--- config.mk ---
export PLATFORM = sky130hd
export DESIGN_NAME = mul_fp52_mac
export DESIGN_NICKNAME = d
export VERILOG_FILES = /design/src/rtl/mul_fp52_pkg.sv /design/src/rtl/mbe_mul_6x6_unsign.sv /design/src/rtl/mul_fp52_mac.sv
export SDC_FILE = /design/constraint.sdc
export NUM_CORES = 1
export LEC_CHECK = 0
export ABC_AREA = 1
export CAP_MARGIN = 30
export CORE_ASPECT_RATIO = 0.75
export CORE_UTILIZATION = 38
export CTS_CLUSTER_SIZE = 14
export DETAILED_ROUTE_END_ITERATION = 7
export PLACE_DENSITY = 0.69
export SLEW_MARGIN = 20
export SYNTH_ARGS = -nofsm -noshare
export SYNTH_HDL_FRONTEND = slang
export SYNTH_SLANG_ARGS = --single-unit
--- constraint.sdc ---
create_clock -name clk -period 0.82 [get_ports clk]
set_input_delay 0.082 -clock clk [delete_from_list [all_inputs] [get_ports clk]]
set_output_delay 0.082 -clock clk [all_outputs]
set_load 0.05 [all_outputs]
--- src/rtl/mul_fp52_pkg.sv ---
// Shared constants and types for the mul_fp52_mac fused multiply-add.
//   DAT_W  : mantissa width (fixed at 6)
//   EXP_W  : exponent width (fixed at 2, range 0..3)
//   RES_W  : result width; holds 63*8*63*8 + 63*8 = 254520
//   PP_W   : Booth partial-product width, a shifted by one plus a sign bit
//   booth_dig_t / booth_enc : radix-4 Booth digit as {neg, one, two}
package mul_fp52_pkg;

  localparam int DAT_W  = 6;
  localparam int EXP_W  = 2;
  localparam int RES_W  = 18;
  localparam int PP_W   = DAT_W + 2;
  localparam int PROD_W = 2 * DAT_W;
  // b zero-extended to DAT_W+2 bits gives this many radix-4 digits
  localparam int NDIG   = (DAT_W + 2) / 2;

  typedef struct packed {
    logic neg;  // digit is negative
    logic one;  // magnitude 1
    logic two;  // magnitude 2
  } booth_dig_t;

  // Encode one overlapping triplet {b[2i+1], b[2i], b[2i-1]}.
  // 000 and 111 both encode zero; 111 comes out as "-0", which the
  // invert-plus-one correction turns back into zero.
  function automatic booth_dig_t booth_enc(input logic [2:0] trip);
    booth_dig_t d;
    d.neg = trip[2];
    d.one = trip[1] ^ trip[0];
    d.two = (trip[2] & ~trip[1] & ~trip[0]) | (~trip[2] & trip[1] & trip[0]);
    return d;
  endfunction

endpackage

--- src/rtl/mbe_mul_6x6_unsign.sv ---
// Purely combinational 6x6 unsigned radix-4 Modified Booth multiplier.
// Ports:
//   a    in  6   multiplicand, unsigned
//   b    in  6   multiplier, unsigned (zero-extended to 8 bits before recoding)
//   prod out 12  exact unsigned product a*b
module mbe_mul_6x6_unsign
  import mul_fp52_pkg::*;
(
  input  logic [DAT_W-1:0]  a,
  input  logic [DAT_W-1:0]  b,
  output logic [PROD_W-1:0] prod
);

  // {0, 0, b, 0}: two zero bits on top keep the recoding unsigned,
  // the appended zero is the implicit b[-1] of the first triplet.
  logic [PP_W:0] b_ext;
  assign b_ext = {2'b00, b, 1'b0};

  logic [PROD_W-1:0] pp [NDIG];

  generate
    for (genvar gi = 0; gi < NDIG; gi++) begin : g_pp
      booth_dig_t        dig;
      logic [PP_W-2:0]   mag;
      logic [PP_W-1:0]   pp_raw;
      logic [PROD_W-1:0] pp_ext;

      assign dig    = booth_enc(b_ext[2*gi+2 : 2*gi]);
      assign mag    = dig.two ? {a, 1'b0} : (dig.one ? {1'b0, a} : '0);
      // Negation is invert here plus the +1 added at this digit's LSB below.
      assign pp_raw = dig.neg ? ~{1'b0, mag} : {1'b0, mag};
      // Sign-extend to product width; the sum is taken modulo 2^12, which is
      // exact because the true product always fits in 12 bits.
      assign pp_ext = {{(PROD_W-PP_W){pp_raw[PP_W-1]}}, pp_raw} + PROD_W'(dig.neg);
      assign pp[gi] = pp_ext << (2 * gi);
    end
  endgenerate

  always_comb begin
    prod = '0;
    for (int i = 0; i < NDIG; i++) begin
      prod = prod + pp[i];
    end
  end

endmodule

--- src/rtl/mul_fp52_mac.sv ---
// Tiny unsigned fused multiply-add:
//   res = ((a*b) << (ea+eb)) + (c << ec), exact, un-normalised, registered.
// Ports:
//   clk       in  1   rising-edge clock
//   rst_n     in  1   asynchronous reset, active low; clears every register
//   op_a_dat  in  6   mantissa a        op_a_exp in 2  exponent of a
//   op_b_dat  in  6   mantissa b        op_b_exp in 2  exponent of b
//   op_c_dat  in  6   addend mantissa c op_c_exp in 2  exponent of c
//   res       out 18  registered result
// Build option MUL_FP52_PIPE_EN:
//   defined   - inputs registered, then res registered (latency 2)
//   undefined - inputs feed the datapath directly, only res registered (latency 1)
module mul_fp52_mac
  import mul_fp52_pkg::*;
(
  input  logic             clk,
  input  logic             rst_n,
  input  logic [DAT_W-1:0] op_a_dat,
  input  logic [DAT_W-1:0] op_b_dat,
  input  logic [DAT_W-1:0] op_c_dat,
  input  logic [EXP_W-1:0] op_a_exp,
  input  logic [EXP_W-1:0] op_b_exp,
  input  logic [EXP_W-1:0] op_c_exp,
  output logic [RES_W-1:0] res
);

  // Operands as seen by the arithmetic stage
  logic [DAT_W-1:0] a_s, b_s, c_s;
  logic [EXP_W-1:0] ea_s, eb_s, ec_s;

`ifdef MUL_FP52_PIPE_EN
  logic [DAT_W-1:0] a_d, b_d, c_d, a_q, b_q, c_q;
  logic [EXP_W-1:0] ea_d, eb_d, ec_d, ea_q, eb_q, ec_q;

  always_comb begin
    a_d  = op_a_dat;
    b_d  = op_b_dat;
    c_d  = op_c_dat;
    ea_d = op_a_exp;
    eb_d = op_b_exp;
    ec_d = op_c_exp;
  end

  always_ff @(posedge clk or negedge rst_n) begin
    if (!rst_n) begin
      a_q  <= '0;
      b_q  <= '0;
      c_q  <= '0;
      ea_q <= '0;
      eb_q <= '0;
      ec_q <= '0;
    end else begin
      a_q  <= a_d;
      b_q  <= b_d;
      c_q  <= c_d;
      ea_q <= ea_d;
      eb_q <= eb_d;
      ec_q <= ec_d;
    end
  end

  assign a_s  = a_q;
  assign b_s  = b_q;
  assign c_s  = c_q;
  assign ea_s = ea_q;
  assign eb_s = eb_q;
  assign ec_s = ec_q;
`else
  assign a_s  = op_a_dat;
  assign b_s  = op_b_dat;
  assign c_s  = op_c_dat;
  assign ea_s = op_a_exp;
  assign eb_s = op_b_exp;
  assign ec_s = op_c_exp;
`endif

  logic [PROD_W-1:0] prod;

  mbe_mul_6x6_unsign u_mul (
    .a    (a_s),
    .b    (b_s),
    .prod (prod)
  );

  logic [EXP_W:0]   exp_sum;  // ea+eb spans 0..6, needs one extra bit
  logic [RES_W-1:0] res_d, res_q;

  always_comb begin
    exp_sum = {1'b0, ea_s} + {1'b0, eb_s};
    // Largest terms: 3969<<6 and 63<<3; their sum 254520 fits in RES_W bits.
    res_d   = (RES_W'(prod) << exp_sum) + (RES_W'(c_s) << ec_s);
  end

  always_ff @(posedge clk or negedge rst_n) begin
    if (!rst_n) begin
      res_q <= '0;
    end else begin
      res_q <= res_d;
    end
  end

  assign res = res_q;

endmodule

==> metrics.cfg, run 1 <==
[run_status]
status=complete, but fails checks
failed_checks=setup timing

[logic_synthesis]
synth_area_mm2=0.00331
yosysSeqAreaShare_pct=13.6
synthesis.instances=498
synth_xor_area_share_pct=11.5
synthesis.nets=569
yosysTopAreaCell=nand2_1
synthTopCellsByArea=nand2_1, dfrtp_1, ha_1
ys_ff_latch=18
synth_top_area_share_pct=16.9
yosys.area_share.adder_pct=20.2
synth_top_family_by_area=simple AND/OR/NAND/NOR gates
synthMuxAreaShare_pct=1.82
synth-async-reset-ratio_pct=100
synth_area_per_cell_um2=6.64
synth_edf_count=0
synth_compound_area_share_pct=10.6
yosysUniqueCellTypes=41
synthSimpleGateAreaFrac_pct=31.7
ys.flop_type=dfrtp_1
yosys_warnings=0

[power]
cellLeakagePower_nw=3.22
ir_drop_uv=2850
swShare_pct=49.6
p_sw_mw=11.3
power_frac_comb_pct=87.8
power.density_mw_per_mm2=3630
intPower_mw=11.5
total_power_mw=22.7
seqPwrFrac_pct=7.3
clockPowerShare_pct=5.0

[routing]
drc=0
ant_nets=0
first_pass_iters=7
wl_um=16300
num_vias=4827
viasPerCell=5.86
wl_per_cell_um=19.7
drt_iter0_markers=505

[timing]
slew_violations=0
setup_slack_ps=-4570
period_share_pct=657
rsz0062_at_grt=yes
fmax_mhz=186
hold_violations=0
slew_headroom_pct=62.3
worstMarginPinSlew_ps=566
setup_viol=36
period_needed_ps=5390

[hold_path]
hold_class=primary input to async pin

[placement]
post-place-cells=760
port_buffers=43
hpwl_um=7690
finalWeightedCongestion=0.869

[global_routing]
grt_pass1_wl_um=19800
grt_usage_pct=28.1
overflow=0
grt_max_degree=19
grt_antenna_before_repair=0
grt_pass1_vias=4370

[clock_tree]
ctsHoldBuffers=0
cts_tree=done
path_clk_slew_ps=60
root_buffer=clkbuf_16
cts_num_sinks=18
clock_path_buffers=2
htreeDepth=1
cts-buffers-inserted=3

[worst_setup_path]
critPathMaxFanout=4
critPathKind=primary input to register
endpoint_kind=register
path_common_cell=buf_4
slowest_delay_ps=540
critPathArrivalTime_ps=5570
startpoint_type=primary input
worstPathRequired_ps=1000
cp_slowest_cell=fa_1

[layout]
final_nets=788
largest_reg_flops=18
drive_gt1_share_pct=51.0
n_antenna_cell=0
fin_cells=824
area_growth_pct=89.3

[floorplanning]
die_w_um=110
pin_count=44
die_area_mm2=0.00908
fp-row-count=29
dieHeight_um=82.8
core_region_area_mm2=0.00845
start_util_pct=39.1

[job]
max_cap_violations=0

-- placed cells by master (no fill, tap or decap), types with 5 or more instances in the layout --
cell type,Yosys,final
o21ai_0,31,11
nor2_2,7,6
fa_1,14,13
xor2_1,33,24
nand3_1,42,35
a21oi_1,18,8
ha_4,0,16
nand2_4,0,5
inv_1,75,61
nand2_1,149,125
mux2i_1,6,6
clkdlybuf4s50_1,0,12
buf_6,1,18
buf_12,0,19
buf_4,1,164
dfrtp_1,18,18
nand2_2,5,24
ha_1,31,12
nand3_2,6,12
xor2_2,3,11
inv_2,3,13
nor2_4,2,7
a21oi_2,0,9
o21ai_2,2,17
nor2_1,17,13
-- cells by family after synthesis --
group / after synthesis
mux: 6
buf+inv: 89
simple gates: 237
compound gates: 62
fa+ha+maj: 45
xor+xnor: 41
flops: 18
-- metrics by stage --
step | util [%] | cell area (µm²) | TNS (ps) | setup WS (ps) | hold slack, ps
floorplan | - | 3500 | -52920 | -3870 | -214
global placement | 60.2 | 5090 | -69020 | -4700 | 433
detailed placement | 60.2 | 5090 | -70960 | -4860 | 434
CTS | 67.4 | 5700 | -58800 | -4100 | 167
global route | 74.0 | 6260 | -67900 | -4770 | 181
finish | 74.0 | 6260 | -65280 | -4570 | 160
-- power by group through the flow --
| stage | combinational [mW] | sequential (mW) | clock [mW] |
|---|---|---|---|
| after floorplan | 5.78 | 2.73 | 0 |
| final | 19.9 | 1.65 | 1.13 |
| after CTS | 14.9 | 1.59 | 1.11 |
| after global placement | 12.2 | 1.60 | 0 |
| after global routing | 20.7 | 1.67 | 1.23 |
| after detailed placement | 12.5 | 1.61 | 0 |
-- what timing repair did --
item / CTS / global route
resized for setup: 92 / 100
buffers inserted: 43 / 24
setup endpoints to repair: 36 / 36
pin swaps: 51 / 63
-- metal layers --
layer,track usage (%),wire [µm],up-vias
met2,51.8,7470,407
met3,5.62,1820,178
li1,-,-,2014
met1,31.5,5700,2228
met4,13.1,1270,0
met5,0,0,-
-- worst paths after layout --
check	start	to	slack (ps)	cells after the start
max	op_b_dat[1]	res[12]	-4570	37
min in group clk	op_b_exp[0]	res[0]	530	6
max in group asynchronous	rst_n	res[9]	520	2
min	rst_n	res[7]	160	2
-- cell type report --
class	instances	area (µm²)
Sequential cell	18	450
Tap cell	108	135
Fill cell	487	2200
Timing Repair Buffer	224	2010
Multi-Input combinational cell	391	3260
Inverter	79	308
Clock buffer	4	88.8
-- synthesized netlist by cell type (2+ instances only) --
library cell,n
nor2_2,7
buf_2,2
nor3_1,3
xnor2_1,5
nor2_4,2
nand2_1,149
inv_1,75
fa_1,14
inv_2,3
xor2_2,3
buf_1,3
a31oi_1,2
dfrtp_1,18
clkbuf_1,3
mux2i_1,6
nor2_1,17
nand3_1,42
nand2_2,5
xor2_1,33
a211oi_1,2
o21ai_2,2
ha_1,31
o21ai_0,31
nand3_2,6
a21oi_1,18
-- worst max-delay path: cells and delay by family --
family | cells | cell delay [ps]
buffers and inverters | 13 | 1340
xor gates and xnor gates | 4 | 650
AOI/OAI and AO/OA | 3 | 440
adders and majority gates | 4 | 1620
and+or+nand+nor | 13 | 1410
No activity file was read; power rests on OpenSTA's default activity.
==> inputs of run 2 (changes only) <==
--- a/config.mk
+++ b/config.mk
@@ -16,3 +16,4 @@
 export SYNTH_ARGS = -nofsm -noshare
 export SYNTH_HDL_FRONTEND = slang
 export SYNTH_SLANG_ARGS = --single-unit
+export TNS_END_PERCENT = 50
==> run 2 against run 1 <==
Final area is 6.0% lower. The flow still finishes with violations (setup timing). Combinational power is 15% lower. First-iteration DRC count is 37% lower. Hold slack better by 5.0 ps. Highest routed layer unchanged. Worst setup slack better by 230 ps. Sequential share of layout area is 0.46 points higher. Sequential cell count stayed put.
==> metrics.cfg, run 2 (same netlist as run 1, synthesis figures left out) <==
[routing]
ant_nets=0  ; unchanged
num_vias=4276  ; -11%
wl_per_cell_um=15.7  ; -20%
drt_iter0_markers=316  ; -37%
first_pass_iters=5  ; -2
drc=0  ; unchanged
wl_um=12600  ; -22%
viasPerCell=5.31  ; -9.4%

[floorplanning]
dieHeight_um=82.8  ; unchanged
start_util_pct=39.1  ; unchanged
core_region_area_mm2=0.00845  ; unchanged
fp-row-count=29  ; unchanged
die_area_mm2=0.00908  ; unchanged
pin_count=44  ; unchanged
die_w_um=110  ; unchanged

[timing]
finalSetupTns_ps=-61450  ; +3830 ps
setup_viol=36  ; unchanged
hold_violations=0  ; unchanged
slew_violations=0  ; unchanged
period_share_pct=630  ; -28 points
worstMarginPinSlew_ps=410  ; -156 ps
setup_slack_ps=-4340  ; +229 ps
period_needed_ps=5160  ; -229 ps
fmax_mhz=194  ; +4.4%
rsz0062_at_grt=yes
slew_headroom_pct=72.3  ; +10 points

[worst_setup_path]
critPathKind=primary input to register
cp.buffers_inverters=9  ; -4
cp_slowest_cell=fa_1
slowest_delay_ps=530  ; about the same
startpoint_type=primary input
endpoint_kind=register
path_depth=34  ; -8.1%
crit_start=op_b_dat[3]
critPathArrivalTime_ps=5300  ; -270 ps
worstPathRequired_ps=950  ; -50 ps
critPathMaxFanout=4  ; unchanged
path_delay_family=adder cells
crit_end=res[14]

[layout]
utilization_pct=69.6  ; -4.4 points
fill_cells=564  ; +16%
drive_gt1_share_pct=44.1  ; -6.9 points
n_antenna_cell=0  ; unchanged
final_nets=771  ; -2.2%
area_growth_pct=78.0
multi_input_area_mm2=0.00301  ; -7.7%
largest_reg_flops=18  ; unchanged
layout_commonest_cell=buf_4
register_area_um2=450  ; unchanged
layout_common_cells=buf_4, nand2_1, inv_1

[clock_tree]
htreeDepth=1  ; unchanged
clock_path_buffers=2  ; unchanged
root_buffer=clkbuf_16
cts_tree=done
cts_num_sinks=18  ; unchanged
cts-buffers-inserted=3  ; unchanged
ctsHoldBuffers=0  ; unchanged
path_clk_slew_ps=50  ; about the same

[placement]
port_buffers=43  ; unchanged
finalWeightedCongestion=0.845  ; -2.8%
hpwl_um=7850  ; +2.2%

[run_status]
failed_checks=setup timing
status=complete, but fails checks

[global_routing]
top_usage_layer=met2
grt_max_degree=19  ; unchanged
overflow=0  ; unchanged
grt_use_met1_pct=30.0  ; -1.5 points
met3_usage_pct=2.65  ; -3.0 points
grt_pass1_vias=3900  ; -11%
grt_pass1_wl_um=16900  ; -14%
grt_antenna_before_repair=0  ; unchanged
grt_usage_pct=23.3  ; -4.8 points
met2_usage_pct=42.4  ; -9.4 points

[hold_path]
hold_class=primary input to async pin

[power]
cellLeakagePower_nw=3.07  ; -4.6%
ir_drop_uv=2830  ; -0.66%
power.density_mw_per_mm2=3310  ; -8.9%

[job]
max_cap_violations=0  ; unchanged

-- run 2: metal layers --
layer / part of all wire (%) / wire length, µm
met5: 0 / 0
met4: 3.4 / 427
met3: 6.9 / 871
met2: 50 / 6270
met1: 40 / 5080
-- run 2: metrics by stage --
step	worst slack [ps]	hold slack, ps	area, µm²	power, mW	instances
after floorplan	-3870	-214	3400	8.28	498
after global placement	-4640	430	4990	13.6	758
after detailed placement	-4800	435	4990	13.9	758
after CTS	-4080	171	5490	16.6	785
after global routing	-4640	194	5890	20.6	806
final	-4340	165	5890	19.5	806
-- run 2: how the worst min path moves through the flow --
stage / from / to / slack, ps / depth (start not counted)
after global routing: rst_n / res[12] / 190 / 2
after floorplan: rst_n / res[0] / -210 / 0
after detailed placement: rst_n / res[16] / 440 / 2
after global placement: rst_n / res[17] / 430 / 2
after CTS: rst_n / res[16] / 170 / 2
final: rst_n / res[16] / 160 / 2
-- run 2: area by class of cell --
| class | instances | share of cell area, % |
|---|---|---|
| Timing Repair Buffer | 207 | 32.4 |
| Sequential cell | 18 | 7.65 |
| Inverter | 79 | 5.23 |
| Clock buffer | 3 | 1.28 |
| Tap cell | 108 | 2.30 |
| Multi-Input combinational cell | 391 | 51.1 |
-- run 2: power breakdown --
group,switching [mW],internal (mW)
combinational,8.49,8.38
clock,0.332,0.643
sequential,0.324,1.29
total,9.15,10.3
-- run 2: timing repair --
| item | 4_1_cts | 5_1_grt |
|---|---|---|
| setup endpoints to repair | 36 | 36 |
| pin swaps | 48 | 67 |
| resized for setup | 96 | 71 |
| setup buffers | 25 | 23 |
==> inputs of run 3 (changes only) <==
--- a/config.mk
+++ b/config.mk
@@ -9,8 +9,8 @@
 export CAP_MARGIN = 30
 export CORE_ASPECT_RATIO = 0.75
 export CORE_UTILIZATION = 38
-export CTS_CLUSTER_SIZE = 14
 export DETAILED_ROUTE_END_ITERATION = 7
+export GPL_ROUTABILITY_DRIVEN = 0
 export PLACE_DENSITY = 0.69
 export SLEW_MARGIN = 20
 export SYNTH_ARGS = -nofsm -noshare
==> run 3 against run 2 <==
The run still ends with setup timing left. Clock-buffer cell count is 1 higher. Total power rose by 5.5%. Cell count is 0.12% lower. First-iteration DRC count grew 34%. Non-clock buffer count down 2. Global-route usage rose by 2.6 points.
==> metrics.cfg, run 3 (same netlist as run 1, synthesis figures left out) <==
[global_routing]
grt_use_met1_pct=32.1  ; +2.2 points
met3_usage_pct=3.20  ; +0.55 points
grt_usage_pct=25.9  ; +2.6 points
grt_antenna_before_repair=0  ; unchanged
grt_pass1_wl_um=18500  ; +9.5%
top_usage_layer=met2
overflow=0  ; unchanged
met2_usage_pct=47.6  ; +5.2 points
grt_max_degree=19  ; unchanged
grt_pass1_vias=4149  ; +6.4%

[worst_setup_path]
critPathArrivalTime_ps=5490  ; +190 ps
path_common_cell=nand2_1
slowest_delay_ps=550  ; +20 ps
critPathMaxFanout=6  ; +2
endpoint_kind=register
cp_slowest_cell=fa_1
startpoint_type=primary input
critPathKind=primary input to register
worstPathRequired_ps=980  ; +30 ps

[timing]
period_needed_ps=5330  ; +165 ps
slew_headroom_pct=74.2  ; +1.9 points
finalSetupTns_ps=-63830  ; -2380 ps
fmax_mhz=188  ; -3.1%
setup_viol=36  ; unchanged
setup_slack_ps=-4510  ; -165 ps
worstMarginPinSlew_ps=386  ; -24.9 ps
period_share_pct=650  ; +20 points
hold_violations=0  ; unchanged
rsz0062_at_grt=yes
slew_violations=0  ; unchanged

[clock_tree]
cts-buffers-inserted=3  ; unchanged
root_buffer=clkbuf_16
clock_path_buffers=2  ; unchanged
cts_tree=done
cts_num_sinks=18  ; unchanged
ctsHoldBuffers=0  ; unchanged
path_clk_slew_ps=60  ; about the same
htreeDepth=1  ; unchanged

[layout]
final_nets=769  ; -0.26%
layout_commonest_cell=buf_4
drive_gt1_share_pct=47.1  ; +2.9 points
utilization_pct=70.3  ; +0.64 points
area_growth_pct=79.7
fin_cells=805  ; -0.12%
n_antenna_cell=0  ; unchanged
largest_reg_flops=18  ; unchanged
layout_common_cells=buf_4, nand2_1, inv_1
fill_cells=536  ; -5.0%

[routing]
first_pass_iters=5  ; unchanged
drt_iter0_markers=424  ; +34%
wl_per_cell_um=17.0  ; +8.1%
num_vias=4369  ; +2.2%
ant_nets=0  ; unchanged
viasPerCell=5.43  ; +2.3%
drc=0  ; unchanged
wl_um=13700  ; +8.0%

[floorplanning]
fp-row-count=29  ; unchanged
dieHeight_um=82.8  ; unchanged
core_region_area_mm2=0.00845  ; unchanged
die_area_mm2=0.00908  ; unchanged
pin_count=44  ; unchanged
die_w_um=110  ; unchanged
start_util_pct=39.1  ; unchanged

[placement]
place_ws_ps=-4780  ; +18.7 ps
port_buffers=43  ; unchanged
post-place-cells=760  ; +0.26%
hpwl_um=7710  ; -1.8%

[hold_path]
hold_class=primary input to async pin

[power]
power.density_mw_per_mm2=3460  ; +4.5%
ir_drop_uv=2290  ; -19%
cellLeakagePower_nw=3.08  ; +0.45%

[run_status]
failed_checks=setup timing
status=complete, but fails checks

[job]
max_cap_violations=0  ; unchanged

[run 3: changes by cell type in the layout (fill, tap and decap cells not counted), moves of 3 or more]
| cell | before | now |
|---|---|---|
| nand2_1 | 133 | 122 |
| nand2_2 | 19 | 30 |
| o21ai_1 | 12 | 6 |
| o21ai_0 | 8 | 13 |
| clkbuf_2 | 1 | 4 |
[run 3: per-layer routing]
layer	share of wire, %	vias to the layer above	wire length, µm
met5	0	-	0
met4	4.7	0	638
met3	6.6	73	908
met2	50	252	6790
met1	39	2068	5320
li1	-	1976	-
[run 3: layout make-up]
| cell class | count | area [µm²] | area share, % |
|---|---|---|---|
| sequential | 18 | 450 | 7.58 |
| timing repair buffer | 205 | 1870 | 31.5 |
| multi-input combinational | 391 | 3090 | 52.1 |
| clock buffer | 4 | 88.8 | 1.50 |
| inverter | 79 | 303 | 5.10 |
| tap | 108 | 135 | 2.28 |
[run 3: timing repair]
action                     in CTS  in global routing
setup endpoints to repair      36                 36
pin swaps                      63                 66
buffers inserted               30                 14
resized for setup              93                 80
[run 3: worst max-delay path: cells and delay by family]
kind,cells,cell delay [ps]
AO/OA/AOI/OAI,5,660
XOR/XNOR,3,620
adder cells (fa/ha/maj),4,1620
buffers and inverters,8,1010
AND/OR/NAND/NOR,13,1490
[run 3: worst max-delay path by stage]
| stage | cells after the start | slack (ps) | from | to |
|---|---|---|---|---|
| after floorplan | 34 | -3870 | op_b_dat[3] | res[17] |
| after global placement | 34 | -4610 | op_b_dat[1] | res[17] |
| after detailed placement | 34 | -4780 | op_b_dat[1] | res[17] |
| after CTS | 35 | -4090 | op_b_dat[1] | res[14] |
| after global routing | 37 | -4760 | op_b_dat[3] | res[16] |
| final | 33 | -4510 | op_a_dat[2] | res[16] |
[run 3: report_power, final]
group / internal [mW] / leakage [nW] / switching [mW]
Combinational: 8.66 / 2.82 / 9.12
Clock: 0.745 / 0.0442 / 0.385
Sequential: 1.29 / 0.221 / 0.335
[run 3: per-stage QoR]
step	cell area [µm²]	power, mW	hold WS (ps)
final	5940	20.5	158
after floorplan	3400	8.28	-214
after global routing	5940	21.6	199
after CTS	5530	16.8	171
after global placement	5000	13.6	430
after detailed placement	5000	13.9	437
